## src/rtl/fpu_host_link.sv

```systemverilog
// Host-side link to the 10-bit FPU chip: serializes A/B/OP beats onto the
// chip pins, then waits for the done edge (or a timeout) and returns the result.
module fpu_host_link #(
    parameter int BEAT_HOLD      = 1,
    parameter int TIMEOUT_CYCLES = 255
) (
    input  logic        clock,
    input  logic        reset,
    input  logic        req_valid,
    output logic        req_ready,
    input  logic [9:0]  req_a,
    input  logic [9:0]  req_b,
    input  logic [3:0]  req_op,
    output logic        rsp_valid,
    input  logic        rsp_ready,
    output logic [9:0]  rsp_result,
    output logic        rsp_timeout,
    output logic [11:0] chip_in,
    input  logic [11:0] chip_out,
    output logic        busy
);

    localparam int BW = (BEAT_HOLD > 1) ? $clog2(BEAT_HOLD) : 1;
    localparam int WW = $clog2(TIMEOUT_CYCLES + 1);
    localparam logic [BW-1:0] BEAT_LAST = BW'(BEAT_HOLD - 1);
    localparam logic [WW-1:0] WAIT_LAST = WW'(TIMEOUT_CYCLES);

    localparam logic [1:0] CODE_A  = 2'b01;
    localparam logic [1:0] CODE_B  = 2'b10;
    localparam logic [1:0] CODE_OP = 2'b11;

    typedef enum logic [2:0] {
        S_IDLE,
        S_SEND_A,
        S_SEND_B,
        S_SEND_OP,
        S_WAIT,
        S_RESP
    } state_t;

    state_t         r_state;
    logic [BW-1:0]  r_beat;
    logic [WW-1:0]  r_wait;
    logic           r_done_prev;
    logic [9:0]     r_b;
    logic [3:0]     r_op;
    logic [11:0]    r_chip_in;
    logic [9:0]     r_result;
    logic           r_timeout;

    state_t         w_state_nxt;
    logic [BW-1:0]  w_beat_nxt;
    logic [WW-1:0]  w_wait_nxt;
    logic [WW-1:0]  w_wait_inc;
    logic [9:0]     w_b_nxt;
    logic [3:0]     w_op_nxt;
    logic [11:0]    w_chip_in_nxt;
    logic [9:0]     w_result_nxt;
    logic           w_timeout_nxt;
    logic           w_beat_end;
    logic           w_done_edge;
    logic           w_unused;

    assign w_unused    = chip_out[1];
    assign w_beat_end  = (r_beat == BEAT_LAST);
    assign w_done_edge = chip_out[0] && !r_done_prev;
    assign w_wait_inc  = r_wait + 1'b1;

    always_ff @(posedge clock) begin
        if (reset) begin
            r_state     <= S_IDLE;
            r_beat      <= '0;
            r_wait      <= '0;
            r_done_prev <= 1'b0;
            r_b         <= '0;
            r_op        <= '0;
            r_chip_in   <= '0;
            r_result    <= '0;
            r_timeout   <= 1'b0;
        end else begin
            r_state     <= w_state_nxt;
            r_beat      <= w_beat_nxt;
            r_wait      <= w_wait_nxt;
            r_done_prev <= chip_out[0];
            r_b         <= w_b_nxt;
            r_op        <= w_op_nxt;
            r_chip_in   <= w_chip_in_nxt;
            r_result    <= w_result_nxt;
            r_timeout   <= w_timeout_nxt;
        end
    end

    always_comb begin
        w_state_nxt   = r_state;
        w_beat_nxt    = r_beat;
        w_wait_nxt    = r_wait;
        w_b_nxt       = r_b;
        w_op_nxt      = r_op;
        w_chip_in_nxt = r_chip_in;
        w_result_nxt  = r_result;
        w_timeout_nxt = r_timeout;

        unique case (r_state)
            S_IDLE: begin
                w_chip_in_nxt = '0;
                if (req_valid) begin
                    // A payload lives in the chip_in register itself
                    w_state_nxt   = S_SEND_A;
                    w_beat_nxt    = '0;
                    w_b_nxt       = req_b;
                    w_op_nxt      = req_op;
                    w_chip_in_nxt = {req_a, CODE_A};
                end
            end
            S_SEND_A: begin
                if (w_beat_end) begin
                    w_state_nxt   = S_SEND_B;
                    w_beat_nxt    = '0;
                    w_chip_in_nxt = {r_b, CODE_B};
                end else begin
                    w_beat_nxt = r_beat + 1'b1;
                end
            end
            S_SEND_B: begin
                if (w_beat_end) begin
                    w_state_nxt   = S_SEND_OP;
                    w_beat_nxt    = '0;
                    w_chip_in_nxt = {6'b0, r_op, CODE_OP};
                end else begin
                    w_beat_nxt = r_beat + 1'b1;
                end
            end
            S_SEND_OP: begin
                if (w_beat_end) begin
                    w_state_nxt   = S_WAIT;
                    w_beat_nxt    = '0;
                    w_wait_nxt    = '0;
                    w_chip_in_nxt = '0;
                end else begin
                    w_beat_nxt = r_beat + 1'b1;
                end
            end
            S_WAIT: begin
                w_chip_in_nxt = '0;
                if (w_done_edge) begin
                    w_state_nxt   = S_RESP;
                    w_result_nxt  = chip_out[11:2];
                    w_timeout_nxt = 1'b0;
                end else if (w_wait_inc == WAIT_LAST) begin
                    w_state_nxt   = S_RESP;
                    w_result_nxt  = '0;
                    w_timeout_nxt = 1'b1;
                end else begin
                    w_wait_nxt = w_wait_inc;
                end
            end
            S_RESP: begin
                w_chip_in_nxt = '0;
                if (rsp_ready) begin
                    w_state_nxt = S_IDLE;
                end
            end
            default: begin
                w_state_nxt   = S_IDLE;
                w_chip_in_nxt = '0;
            end
        endcase
    end

    // Outputs are forced quiet while reset is held, whatever the state
    assign req_ready   = !reset && (r_state == S_IDLE);
    assign busy        = !reset && (r_state != S_IDLE);
    assign rsp_valid   = !reset && (r_state == S_RESP);
    assign rsp_result  = reset ? 10'd0 : r_result;
    assign rsp_timeout = !reset && r_timeout;
    assign chip_in     = reset ? 12'd0 : r_chip_in;

endmodule

```

## config.mk

```make
export PLATFORM = sky130hd
export DESIGN_NAME = fpu_host_link
export DESIGN_NICKNAME = d
export VERILOG_FILES = /design/src/rtl/fpu_host_link.sv
export SDC_FILE = /design/constraint.sdc
export NUM_CORES = 1
export LEC_CHECK = 0
export ABC_CLOCK_PERIOD_IN_PS = 2000
export BUFFER_PORTS_ARGS = -buffer_cell sky130_fd_sc_hd__buf_2
export CAP_MARGIN = 20
export CELL_PAD_IN_SITES_DETAIL_PLACEMENT = 1
export CELL_PAD_IN_SITES_GLOBAL_PLACEMENT = 1
export CORE_MARGIN = 2
export CORE_UTILIZATION = 34
export CTS_BUF_LIST = sky130_fd_sc_hd__clkbuf_8
export CTS_CLUSTER_SIZE = 14
export DETAILED_ROUTE_END_ITERATION = 10
export GPL_ROUTABILITY_DRIVEN = 1
export HOLD_SLACK_MARGIN = 0.08
export PLACE_DENSITY_LB_ADDON = 0.1
export SLEW_MARGIN = 10
export SYNTH_ARGS = -nofsm -noshare
export SYNTH_HDL_FRONTEND = slang
export SYNTH_SLANG_ARGS = --single-unit
```

## constraint.sdc

```tcl
create_clock -name clock -period 2 [get_ports clock]
set_clock_uncertainty 0.2 [all_clocks]
set_input_delay 0.2 -clock clock [delete_from_list [all_inputs] [get_ports clock]]
set_output_delay 0.2 -clock clock [all_outputs]
set_load 0.05 [all_outputs]
```

After elaboration in Yosys (flattened, before gate mapping)
Cells that the tools add are included.
- RAM bits: 0
- bits in read-only memories: 0
- register bits after elaboration: 50
- output and inout bits: 26
- word-level logic and storage cells: 70
- memories: 0
- latch bits: 0
- input bits: 40
- muxes and demuxes: 26
- $mul: 0
- divide/modulo/power cells: 0
- shift operators: 0
- bitwise logic cells: 0
- order comparisons: 0
- equal/unequal tests: 14
- add/sub/neg operators: 2
- reduce and logical (&&, ||, !) cells: 19
- operators by type and width (cell ; number):
    12-bit 2-to-1 mux ; 5
    12-bit case mux with 4 select lines ; 1
    10-bit 2-to-1 mux ; 3
    8-bit 2-to-1 mux ; 3
    3-bit 2-to-1 mux ; 7
    3-bit case mux with 6 select lines ; 1
    8-bit case mux with 2 select lines ; 1
    2-bit inequality test (second input constant) ; 7
    8-bit by 1-bit adder with 8-bit output (second input constant) ; 1
    8-bit equality test (second input constant) ; 1
    3-bit by 2-bit equality test with 1-bit output (second input constant) ; 2
    3-bit equality test (second input constant) ; 2
    2-bit AND reduction ; 3
    6-bit AND reduction ; 1
    2-bit nonzero test ; 3
    1-bit logical AND ; 5
    1-bit 2-to-1 mux ; 4
    4-bit AND reduction ; 1
    3-bit by 1-bit equality test with 1-bit output (second input constant) ; 1
    3-bit logical NOT ; 1
    3-bit inequality test (second input constant) ; 1
    3-bit AND reduction ; 1
    3-bit nonzero test ; 1
    3-bit OR reduction ; 1
    3 further kinds ; 4

Depth between registers and ports, before layout
Gate-level depths: netlist of run 1.
- word-level depth: 5
- depth in mapped cells: 9
- mapped depth without buffers: 8

Worst setup path after synthesis of run 1
OpenSTA, ideal clock, no wires.
- path kind: register to output
- start point: register r_state[2]
- end point: output port req_ready
- setup slack: -0.488 ns
- path buffers: 1
- cell stages (with the launch flop): 3
- arrival: 2.088 ns
- path through: dfxtp_1 -> clkbuf_1 -> nor4_1
- cells in the longest elaborated chain, start to end: 2
- RTL lines (what ; line ; text):
    start, declared ; 41 ; state_t r_state;
    start signal, assigned ; 81 ; r_state <= w_state_nxt;
    3-bit logical NOT ; 171 ; assign req_ready = !reset && (r_state == S_IDLE);
    1-bit logical AND ; 171 ;
    end, declared ; 10 ; output logic req_ready,
Every way passes these cells.

Worst setup path in the final report of run 1
- start point: register r_wait[0]
- end point: register r_wait[0]
- cells in the longest elaborated chain, start to end: 4
- elaborated cells on any way between the ends: 7
- RTL lines (what ; line ; text):
    start, declared ; 43 ; logic [WW-1:0] r_wait;
    start signal, assigned ; 83 ; r_wait <= w_wait_nxt;
    8-bit by 1-bit adder with 8-bit output (*) ; 67 ; assign w_wait_inc = r_wait + 1'b1;
    8-bit equality test / 8-bit 2-to-1 mux (equally long branches) ; 149 ; end else if (w_wait_inc == WAIT_LAST) begin
    2-bit inequality test (no source line) / 8-bit 2-to-1 mux (equally long branches) ; n/a ;
    4-bit AND reduction (no source line) / 8-bit case mux with 2 select lines (equally long branches) ; n/a ;
Mark *: on every way between the ends. The rest lies on a longest branch, timed or not. The select of a mux whose other input is x is not followed.
A chain may end at the register's enable or synchronous reset.

==> results of run 1 <==
## power by group through the flow
stage          registers, mW  clock network [mW]  logic [mW]
4_1_cts                 1.05               0.643       0.365
6_report                1.05               0.620       0.370
2_1_floorplan           1.06                   0       0.213
3_3_place_gp            1.07                   0       0.305
3_5_place_dp            1.07                   0       0.307
5_1_grt                 1.05               0.683       0.410
## cell usage after synthesis, types with 3 or more instances
master / count / area [um^2]
inv_1: 6 / 22.52
a31oi_1: 4 / 25.02
o21ai_0: 12 / 60.06
nor2b_1: 31 / 193.9
buf_1: 3 / 11.26
nor2_1: 24 / 90.09
a21oi_1: 23 / 115.1
nand3_1: 7 / 35.03
nor3_1: 3 / 15.01
clkbuf_1: 10 / 37.54
a22oi_1: 10 / 75.07
nand2_1: 60 / 225.2
dfxtp_1: 49 / 980.9
## through the flow
stage	power [mW]	util	instances	setup slack (ns)
2_1_floorplan	1.270	-	280	0.01094
3_3_place_gp	1.375	0.4368	428	-0.04876
3_5_place_dp	1.378	0.4368	428	-0.1192
4_1_cts	2.054	0.5214	473	-0.01962
5_1_grt	2.147	0.5333	477	-0.1459
6_report	2.037	0.5333	477	-0.06477
## metal layers
layer,wire length (um),track usage,vias to the layer above,part of all wire
met4,53,0.03752,0,0.0081
met3,158,0.03343,6,0.024
met2,3520,0.3550,37,0.54
met5,0,0,-,0
met1,2784,0.2243,1132,0.43
li1,-,-,1185,-
## worst max-delay path by stage
stage | cells after the start | startpoint | endpoint
6_report | 7 | r_wait[0] | r_wait[0]
5_1_grt | 9 | r_wait[0] | r_wait[0]
4_1_cts | 9 | r_wait[1] | r_wait[0]
3_5_place_dp | 8 | r_wait[0] | r_result[6]
3_3_place_gp | 9 | r_wait[1] | r_wait[0]
2_1_floorplan | 9 | r_wait[0] | r_wait[7]
## critical path, cell delays in order, from the launching register on
cell and delay [ns]:
dfxtp_4 0.39, ha_4 0.18, or4_4 0.53, o21ai_4 0.11, a21oi_4 0.12, buf_6 0.15
nor4_4 0.22, a21o_1 0.11
## cells in the final DEF (no fill, tap or decap), types with 6 or more instances in the layout
| cell | instances |
|---|---|
| nor2b_1 | 30 |
| buf_2 | 64 |
| a21oi_1 | 21 |
| nand3_1 | 6 |
| buf_4 | 22 |
| nand2_1 | 60 |
| dfxtp_1 | 46 |
| nor2_1 | 24 |
| a22oi_1 | 10 |
| o21ai_0 | 12 |
| dlygate4sd3_1 | 37 |
## area by class of cell
class,count,area [um^2],area share
multi-input combinational,209,1240,0.3683
sequential,49,989.7,0.2939
timing repair buffer,128,920.9,0.2735
tap,77,96.34,0.02861
clock buffer,5,68.82,0.02044
clock inverter,3,26.28,0.007804
inverter,6,25.02,0.007432
## kinds of logic (layout without fill, tap and decap cells)
group,after synthesis,count (layout)
simple gates,139,139
flops,49,49
fa+ha+maj,2,2
buf+inv,22,142
mux,2,2
compound gates,66,66
## repair_timing
action / CTS / global route
hold buffers: 37 / 0
resized for setup: 15 / 9
gates cloned: 0 / 0
endpoints found under the hold margin: 38 / 0
setup endpoints to repair: 16 / 18
buffers inserted: 0 / 4
pin swaps: 3 / 5
## registers in the layout, summed over array words and instances (netlist names)
signal       flops
r_done_prev      1
r_timeout        1
r_b             10
r_wait           8
r_chip_in       12
r_state          3
r_result        10
r_op             4
==> key figures, run 1 <==
Run status
  – Status: complete, but fails checks
  – Failing checks: setup timing

STA
  – Sum of negative setup slack: -0.1924 ns
  – Normalized max-slew margin: 0.5999
  – Endpoints failing setup: 6
  – RSZ-0062 raised after global routing: yes
  – WHS: 0.1263 ns
  – Worst Max-Slew Pin Slew: 0.5979 ns
  – Final Hold Viols: 0
  – PnR worst setup slack: -0.06477 ns
  – Final Critical Period: 2.065 ns
  – Max Fclk: 484.3 MHz
  – Slew Viols, Final: 0
  – Period utilisation layout: 1.032

Setup path
  – Crit path kind: flop to flop
  – Startpoint types: flop
  – Arr. time, crit path: 2.11 ns
  – Worst EP required: 2.05 ns
  – R2R setup slack: -0.06 ns
  – Reg2reg end: r_wait[0]
  – R2r worst-path depth: 7
  – Crit. End Element: flop
  – Launching point of the worst reg2reg path: r_wait[0]
  – Crit Path Max Fanout: 5

Synth
  – FF+latch count, synth: 49
  – Synth Instances: 280
  – Post-Synth XOR/XNOR Area: 0
  – Cell area after synthesis: 2200 um^2
  – Warnings, synthesis: 0
  – Post-synthesis mux area share: 0.009101
  – Largest family of logic cells by synthesized area: simple AND/OR/NAND/NOR gates
  – Adder-Cell Fraction of Synth Area: 0.01138
  – Asr flop ratio synth: 0
  – Ys flop type: dfxtp_1
  – Mean Syn Cell Area: 7.856 um^2
  – Post-synthesis sequential area ratio: 0.4460
  – Post-synth EDFFs: 0
  – Synth Area in Compound Gates: 0.1906
  – Syn_nets: 322
  – Post-synthesis simple-gate area fraction: 0.3009
  – Synth unique cells: 42

Floorplan
  – Core Area: 6314 um^2
  – Die Wd: 84.43 um
  – Row count: 29
  – Die footprint: 7128 um^2
  – Ports: 66
  – Starting density of the core: 0.3484
  – Die height: 84.43 um

Route
  – Total length of routed wires: 6517 um
  – WL/cell: 13.66 um
  – DR iter-0 viols: 48
  – DRT antenna net count: 0
  – Pre-antenna DRT Iters: 4
  – Drt drc: 0
  – Routed vias/inst: 4.948
  – Vias: 2360

Global route
  – GRT Resource Usage Total: 0.1886
  – Total grt overflow: 0
  – Vias in the first global route: 2385
  – Antenna violations before repair: 0
  – Global-route wire length before repair: 11020 um
  – Pin count of the biggest net entering global routing: 27

Placement
  – Port Buffers: 64
  – Placed cell areas: 2758 um^2
  – Placer Congestion: 0.7628
  – Hpwl dp: 4276 um

Cells and area
  – Layout cells sized above 1: 0.3075
  – Final #Nets: 441
  – Post-route cell area: 3367 um^2
  – Number of antenna diodes: 0
  – Layout area overhead: 53.07%
  – Fillcell total: 774

Power and ir drop
  – Logic pwr share: 0.182
  – Flop pwr share: 0.514
  – Leakage: 1.466 nW
  – Power share of the clock group: 0.304
  – Internal: 1.434 mW
  – Pwr per Cell Area: 605.0 nW/um^2
  – Sw Share: 0.2960
  – Peak supply drop: 0.0003391 V
  – Psw: 0.6030 mW

Worst hold path
  – Hold Path End: r_state[2]
  – HP Start: reset
  – Worst hold path type: input port to flop
  – Hold depth: 2

Clock tree
  – Clk_lat worst skew: 0.30 ns
  – Root cell of the clock tree: clkbuf_8
  – Total CTS buffers: 5
  – CTS tree: done
  – Clock transition at the registers of the reported paths: 0.10 ns
  – CTS sink cnt: 49
  – CTS Buffer Depth: 2
  – CTS HTree Levels: 2

Job
  – Max cap viols: 0
No activity file was read; power rests on OpenSTA's default activity.
==> run 2: changes to the inputs <==
RECOVER_POWER = 100   (was not set)
==> key figures, run 2 (synthesis gave the netlist of run 1 again) <==
Cells and area
  – Largest regs: r_chip_in (12), r_b (10), r_result (10)
  – Footprint of the multi-input gates: 1240 um^2
  – Layout Utilization: 0.5275
  – Final #Nets: 441
  – Layout area overhead: 51.42%
  – Fillcell total: 786
  – Top reg by flops: r_chip_in
  – Commonest non-fill, non-tap cell in the layout: nand2_1
  – Number of antenna diodes: 0
  – Post-route cell area: 3331 um^2
  – Commonest non-fill, non-tap cells in the layout: 60 x nand2_1, 46 x dfxtp_1, 40 x buf_2, 37 x dlygate4sd3_1, 30 x nor2b_1
  – Layout cells sized above 1: 0.2750
  – Max reg flops: 12
  – Register Area: 989.7 um^2

Global route
  – Pin count of the biggest net entering global routing: 27
  – Global-route wire length before repair: 11020 um
  – Vias in the first global route: 2385
  – Total grt overflow: 0
  – Antenna violations before repair: 0
  – GRT Resource Usage Total: 0.1886

Route
  – DR iter-0 viols: 62
  – Pre-antenna DRT Iters: 4
  – Total length of routed wires: 6500 um
  – Routed vias/inst: 4.975
  – WL/cell: 13.63 um
  – Vias: 2373
  – DRT antenna net count: 0
  – Drt drc: 0

Job
  – Max cap viols: 0

Run status
  – Status: complete, but fails checks
  – Failing checks: setup timing

Floorplan
  – Starting density of the core: 0.3484
  – Die Wd: 84.43 um
  – Row count: 29
  – Die height: 84.43 um
  – Die footprint: 7128 um^2
  – Core Area: 6314 um^2
  – Ports: 66

Power and ir drop
  – Pwr per Cell Area: 607.6 nW/um^2
  – Leakage: 1.395 nW
  – Peak supply drop: 0.0003391 V

Placement
  – Placed cell areas: 2758 um^2
  – Placer Congestion: 0.7628
  – Port Buffers: 64
  – Hpwl dp: 4276 um

Setup path
  – Crit. End Element: flop
  – Worst EP required: 2.05 ns
  – Startpoint types: flop
  – Arr. time, crit path: 2.11 ns
  – Crit Path Max Fanout: 5
  – Crit path kind: flop to flop

Clock tree
  – CTS sink cnt: 49
  – Root cell of the clock tree: clkbuf_8
  – Clk_lat worst skew: 0.30 ns
  – CTS tree: done
  – CTS Buffer Depth: 2
  – Total CTS buffers: 5
  – Clock transition at the registers of the reported paths: 0.09 ns
  – CTS HTree Levels: 2

STA
  – Sum of negative setup slack: -0.1894 ns
  – Endpoints failing setup: 6
  – Worst Max-Slew Pin Slew: 0.6026 ns
  – Period utilisation layout: 1.033
  – Final Hold Viols: 0
  – RSZ-0062 raised after global routing: yes
  – Slew Viols, Final: 0
  – PnR worst setup slack: -0.06567 ns
  – Normalized max-slew margin: 0.5968
  – Max Fclk: 484.1 MHz
  – Final Critical Period: 2.066 ns

Worst hold path
  – Worst hold path type: input port to flop
## run 2: worst paths after layout
| kind | from | end | slack [ns] | cells after the start |
|---|---|---|---|---|
| max | r_wait[0] | r_wait[0] | -0.07 | 7 |
| min | reset | r_state[2] | 0.12 | 2 |
| max reg2reg | r_wait[0] | r_wait[0] | -0.07 | 7 |
| min reg2reg | r_b[8] | r_b[8] | 0.26 | 2 |
## run 2: power breakdown
group	switching [mW]	internal (mW)	leakage [nW]
registers	0.0272	1.02	0.401
logic	0.211	0.151	0.952
clock network	0.360	0.255	0.0423
total	0.598	1.43	1.40
## run 2: layout make-up
type,count,share of cell area
Clock buffer,5,0.02066
Sequential cell,49,0.2971
Timing Repair Buffer,128,0.2656
Clock inverter,3,0.007889
Multi-Input combinational cell,209,0.3723
Tap cell,77,0.02893
Inverter,6,0.007513
## run 2: worst max-delay path: stages, from the launching register on
cell	delay, ns
dfxtp_4	0.39
ha_4	0.18
or4_4	0.53
o21ai_4	0.11
a21oi_4	0.12
buf_6	0.15
nor4_4	0.22
a21o_1	0.11
## run 2: through the flow
step	power (mW)	hold WS [ns]	setup WS, ns	std cells
after floorplan	1.270	0.09895	0.01094	280
after global placement	1.375	0.1849	-0.04876	428
after detailed placement	1.378	0.1894	-0.1192	428
after CTS	2.054	0.1306	-0.01962	473
after global routing	2.139	0.1340	-0.1459	477
final	2.024	0.1216	-0.06567	477
## run 2: layer usage
metal,wire length [um],track usage,part of all wire
met1,2771,0.2243,0.43
met2,3475,0.3550,0.53
met3,185,0.03343,0.028
met4,67,0.03752,0.010
met5,0,0,0
## run 2: timing repair
item,CTS,global route
gates resized for setup,15,9
setup buffers,0,4
endpoints found under the setup margin,16,18
hold buffers,37,0
pin swaps,3,5
hold endpoints to repair,38,0
